`src/rtl/reg_file_pkg.sv`:
```
// Purpose: shared widths and types for the ID-stage register file.
// Latency: n/a (constants and types only).
// Backpressure: n/a.
package reg_file_pkg;

    localparam int REG_COUNT  = 32;
    localparam int REG_ADDR_W = 5;
    localparam int REG_DATA_W = 32;

    typedef logic [REG_ADDR_W-1:0] reg_addr_t;
    typedef logic [REG_DATA_W-1:0] reg_data_t;

endpackage

```
`src/rtl/reg_file_read_port.sv`:
```
// Purpose: one read port of the register file; priority mux with WB bypass.
// Latency: 0 cycles, purely combinational.
// Backpressure: none; output is valid every cycle.
//
// Ports:
//   rst                               - register file reset, forces output to 0
//   en, addr                          - read enable and register index
//   stored_data                       - current storage contents at addr (0 for $0)
//   write_en, write_addr, write_data  - WB write port, used for same-cycle bypass
//   read_data                         - operand returned to ID
module reg_read_port
    import reg_file_pkg::*;
(
    input  logic      rst,
    input  logic      en,
    input  reg_addr_t addr,
    input  reg_data_t stored_data,
    input  logic      write_en,
    input  reg_addr_t write_addr,
    input  reg_data_t write_data,
    output reg_data_t read_data
);

    always_comb begin
        read_data = '0;
        if (rst || !en || (addr == '0)) begin
            read_data = '0;
        end else if (write_en && (write_addr == addr)) begin
            // WB result forwarded so ID never sees a stale value.
            read_data = write_data;
        end else begin
            read_data = stored_data;
        end
    end

endmodule

```
`src/rtl/reg_file.sv`:
```
// Purpose: 32x32 MIPS register file, two read ports, one write port, $0 hardwired to 0.
// Latency: reads 0 cycles (with WB bypass); writes land in storage on the next rising edge.
// Backpressure: none; every port is valid every cycle.
//
// Ports:
//   clk, rst                            - clock, async active-high reset
//   read_en_1/2, read_addr_1/2          - read port enables and indices (rs, rt)
//   read_data_1/2                       - combinational operand data
//   write_en, write_addr, write_data    - WB write port
module reg_file
    import reg_file_pkg::*;
#(
    parameter int REG_COUNT  = reg_file_pkg::REG_COUNT,
    parameter int DATA_WIDTH = REG_DATA_W
) (
    input  logic                  clk,
    input  logic                  rst,
    input  logic                  read_en_1,
    input  logic [REG_ADDR_W-1:0] read_addr_1,
    output logic [DATA_WIDTH-1:0] read_data_1,
    input  logic                  read_en_2,
    input  logic [REG_ADDR_W-1:0] read_addr_2,
    output logic [DATA_WIDTH-1:0] read_data_2,
    input  logic                  write_en,
    input  logic [REG_ADDR_W-1:0] write_addr,
    input  logic [DATA_WIDTH-1:0] write_data
);

    // Registers 1..REG_COUNT-1 only; index 0 has no storage.
    reg_data_t mem [1:REG_COUNT-1];

    reg_data_t stored_1;
    reg_data_t stored_2;

    always_ff @(posedge clk or posedge rst) begin
        if (rst) begin
            for (int i = 1; i < REG_COUNT; i++) begin
                mem[i] <= '0;
            end
        end else if (write_en && (write_addr != '0)) begin
            mem[write_addr] <= write_data;
        end
    end

    // Guard index 0 so the array is never addressed out of range.
    always_comb begin
        stored_1 = '0;
        if (read_addr_1 != '0) begin
            stored_1 = mem[read_addr_1];
        end
    end

    always_comb begin
        stored_2 = '0;
        if (read_addr_2 != '0) begin
            stored_2 = mem[read_addr_2];
        end
    end

    reg_read_port u_read_port_1 (
        .rst         (rst),
        .en          (read_en_1),
        .addr        (read_addr_1),
        .stored_data (stored_1),
        .write_en    (write_en),
        .write_addr  (write_addr),
        .write_data  (write_data),
        .read_data   (read_data_1)
    );

    reg_read_port u_read_port_2 (
        .rst         (rst),
        .en          (read_en_2),
        .addr        (read_addr_2),
        .stored_data (stored_2),
        .write_en    (write_en),
        .write_addr  (write_addr),
        .write_data  (write_data),
        .read_data   (read_data_2)
    );

endmodule

```
`config.mk`:
```
export PLATFORM = sky130hd
export DESIGN_NAME = reg_file
export DESIGN_NICKNAME = d
export VERILOG_FILES = /design/src/rtl/reg_file_pkg.sv /design/src/rtl/reg_file_read_port.sv /design/src/rtl/reg_file.sv
export SDC_FILE = /design/constraint.sdc
export NUM_CORES = 2
export LEC_CHECK = 0
export CAP_MARGIN = 20
export CORE_ASPECT_RATIO = 1.2
export CORE_MARGIN = 4
export CORE_UTILIZATION = 40
export DETAILED_ROUTE_END_ITERATION = 12
export HOLD_SLACK_MARGIN = 0.15
export SLEW_MARGIN = 20
export SYNTH_ARGS = -nofsm -noshare
export SYNTH_HDL_FRONTEND = slang
export SYNTH_SLANG_ARGS = --single-unit
```
`constraint.sdc`:
```
create_clock -name clk -period 38.6 [get_ports clk]
set_clock_uncertainty 0.1 [all_clocks]
set_input_delay 7.72 -clock clk [delete_from_list [all_inputs] [get_ports clk]]
set_output_delay 7.72 -clock clk [all_outputs]
set_load 0.01 [all_outputs]
```
==> summary.txt <==
Yosys
  – Ys flop type: dfrtp_1
  – Count leader, synth: mux2_2
  – Top-area cell type share of the netlist area: 45.9%
  – Yosys cell types: 62
  – Area leader, netlist: dfrtp_1
  – Async SR Flop Fraction: 100%
  – Number of synthesized register bits: 992
  – Sequential area share after synthesis: 45.9%
  – Commonest cells post-synth: 1117 x mux2_2, 992 x dfrtp_1, 408 x mux4_2
  – Synth Warn #: 0
  – Synth Area per Inst: 14.5 um^2
  – Cell count after synthesis: 3722
  – Synth top area cells: dfrtp_1 46%, mux2_2 23%, mux4_2 17%
  – Post-synth EDFFs: 0
  – Mapped cell area: 54100 um^2
  – Synthesized Nets: 3774

Finish
  – Layout Nets: 3728
  – Final instance area: 60600 um^2
  – Area Overhead vs Synth: 12.0%
  – Multi-input gate area: 27500 um^2
  – Register area: 24800 um^2
  – Final core utilization: 45.2%
  – Biggest register: mem
  – Layout cells sized above 1: 50.5%
  – Biggest regs: mem (992)
  – Max FFs per register: 992
  – Fillers: 11900

Setup path
  – Worst Setup Path Type: input port to primary output
  – Type of origin of the critical path: input port
  – Worst Path Required: 30.78 ns
  – Crit-path max FO: 70
  – Critical Path Sink Type: primary output
  – CP arrival: 12.79 ns

Clocking
  – CTS tree: built
  – CTS buffer count: 105
  – # H-tree levels: 3
  – Post-CTS setup buffers: 0
  – Longest Clk Path Bufs: 3
  – CTS Root Cell: clkbuf_16
  – Cts hold-fix bufs: 0
  – Clock sink count: 992
  – Clk Latency, worst-skew pair: 0.71 ns
  – Resized Gates After CTS: 0
  – Clock Pin Slew Worst Setup and Hold Paths: 0.06 ns

Floorplan
  – IO Pins: 116
  – Std-Cell Rows: 147
  – Die Ht: 411 um
  – Die footprint: 141000 um^2
  – Initial Utilization: 40.3%
  – Die X: 344 um
  – Core box area: 134000 um^2

Timing
  – Final setup fails: 0
  – Max-slew headroom: 12.4%
  – Worst slew pin tran: 1.30 ns
  – Period utilization: 53.4%
  – Final Hold Viols: 0
  – Final Hold Slack: 0.411 ns
  – Sum Neg Setup Slack: 0 ns
  – Unrepaired setup endpoints after global routing: no
  – Fmax: 0.0485 GHz
  – Period minus WS final: 20.61 ns
  – Pins Over Slew Limit: 0

GRT
  – Remaining global-route overflow: 0
  – First-pass GRT wire length: 272 mm
  – Vias in the first global route: 36900
  – Largest net degree at the start of global routing: 170
  – Gr usage total: 26.6%
  – Initial antenna violation count: 6

Place
  – Placed Area: 56800 um^2
  – Routability Congestion: 0.797
  – HPWL Detailed: 110 mm
  – PortBufs: 115

Pwr
  – Gate power share: 20.2%
  – P_sw: 0.848 mW
  – PwrDens: 51.5 nW/um^2
  – Total chip power: 3.12 mW
  – Clock Power Share: 35.2%
  – Worst IR Drop VDD: 0.0387 mV
  – Part of the power in registers: 44.6%
  – Sw frac: 27.2%
  – Pint: 2.27 mW
  – Leak pwr: 25.5 nW

Detailed routing
  – Via count: 35900
  – Antenna Nets Post-Route: 0
  – WL final: 188 mm
  – Drt wl/cell: 34.0 um
  – Vias/cell: 6.47
  – Initial DRT Pass Iterations: 5
  – Remaining DRCs: 0
  – Initial DRC count: 3422

Flow run
  – Max_cap viols: 0

Status
  – Status: complete, no violations

Hold path
  – HP Class: flop to flop
-- cell usage in the layout, fill, tap and decap left out, types with 11 or more instances in the layout --
master           count
a221oi_1            55
o211ai_1            11
clkbuf_16          107
nand2_1             70
bufinv_16           15
clkbuf_8            21
clkbuf_1            20
a2111oi_0           17
nand2_2             12
nor2b_1             30
a32o_1              18
a221o_1             15
a22oi_1             20
mux4_2             408
o22ai_1             45
mux2i_1             93
dfrtp_1            992
nor3_1              13
mux2_2            1117
a22o_1              21
nor2_4              16
clkdlybuf4s50_1    101
a21oi_1             24
o21ai_0             51
o21bai_1            13
a211oi_1            24
nor2_1              64
o41ai_1             13
buf_4              124
o221ai_1            42
clkinv_2            14
nand3_1             21
-- final timing paths --
path,from,to,slack (ns),cells past startpoint
max,read_addr_2[1],read_data_2[23],17.99,10
min,mem[373]$_DFFE_PP0P_,mem[373]$_DFFE_PP0P_,0.41,1
max reg2reg,mem[191]$_DFFE_PP0P_,mem[191]$_DFFE_PP0P_,37.69,1
min reg2reg,mem[373]$_DFFE_PP0P_,mem[373]$_DFFE_PP0P_,0.41,1
max in group asynchronous,rst,mem[82]$_DFFE_PP0P_,29.02,4
min in group asynchronous,rst,mem[295]$_DFFE_PP0P_,7.64,3
-- power groups by stage --
| stage | clock (mW) | combinational (mW) | sequential (mW) |
|---|---|---|---|
| after global placement | 0 | 0.617 | 1.39 |
| after global routing | 1.15 | 0.672 | 1.42 |
| after floorplan | 0 | 0.499 | 1.36 |
| after CTS | 1.11 | 0.630 | 1.39 |
| after detailed placement | 0 | 0.628 | 1.40 |
| final | 1.10 | 0.628 | 1.39 |
-- cells by family (layout without fill, tap and decap cells) --
kind of cell	after synthesis	in the layout	synth area share [%]
buffers and inverters	407	443	3.65
flip-flops	992	992	45.9
other	0	4	0
XOR/XNOR	10	10	0.162
AND/OR/NAND/NOR	289	289	2.55
AO/OA/AOI/OAI	398	398	5.61
multiplexers	1626	1626	42.1
-- worst max-delay path, cell delays in order --
cell             delay, ns
buf_8                 0.52
buf_4                 0.69
buf_4                 0.73
buf_4                 0.65
mux2_2                0.27
o22ai_1               0.08
nor3_1                0.24
a211oi_1              0.10
o41ai_1               0.89
clkdlybuf4s50_1       0.73
-- through the flow --
step / instances / setup slack, ns
finish: 5550 / 17.99
global route: 5546 / 17.90
CTS: 5545 / 18.09
detailed placement: 5356 / 18.11
global placement: 5350 / 18.10
floorplan: 3722 / 7.44
-- layer usage --
| layer | GRT usage, % | wire length, um | up-vias |
|---|---|---|---|
| met2 | 42.6 | 88300 | 1523 |
| met4 | 11.4 | 9370 | 2 |
| met5 | 0 | 13 | - |
| met1 | 35.7 | 76400 | 19600 |
| met3 | 4.89 | 14400 | 421 |
| li1 | - | - | 14400 |
-- area by class of cell --
cell class                      instances  share of cell area (%)
Timing Repair Buffer                  248                    3.72
Antenna cell                            4                  0.0165
Inverter                                6                  0.0434
Tap cell                             1788                    3.69
Clock buffer                          148                    5.02
Multi-Input combinational cell       2323                    45.4
Sequential cell                       992                    41.0
Clock inverter                         41                    1.06
No activity file was read; power rests on OpenSTA's default activity.
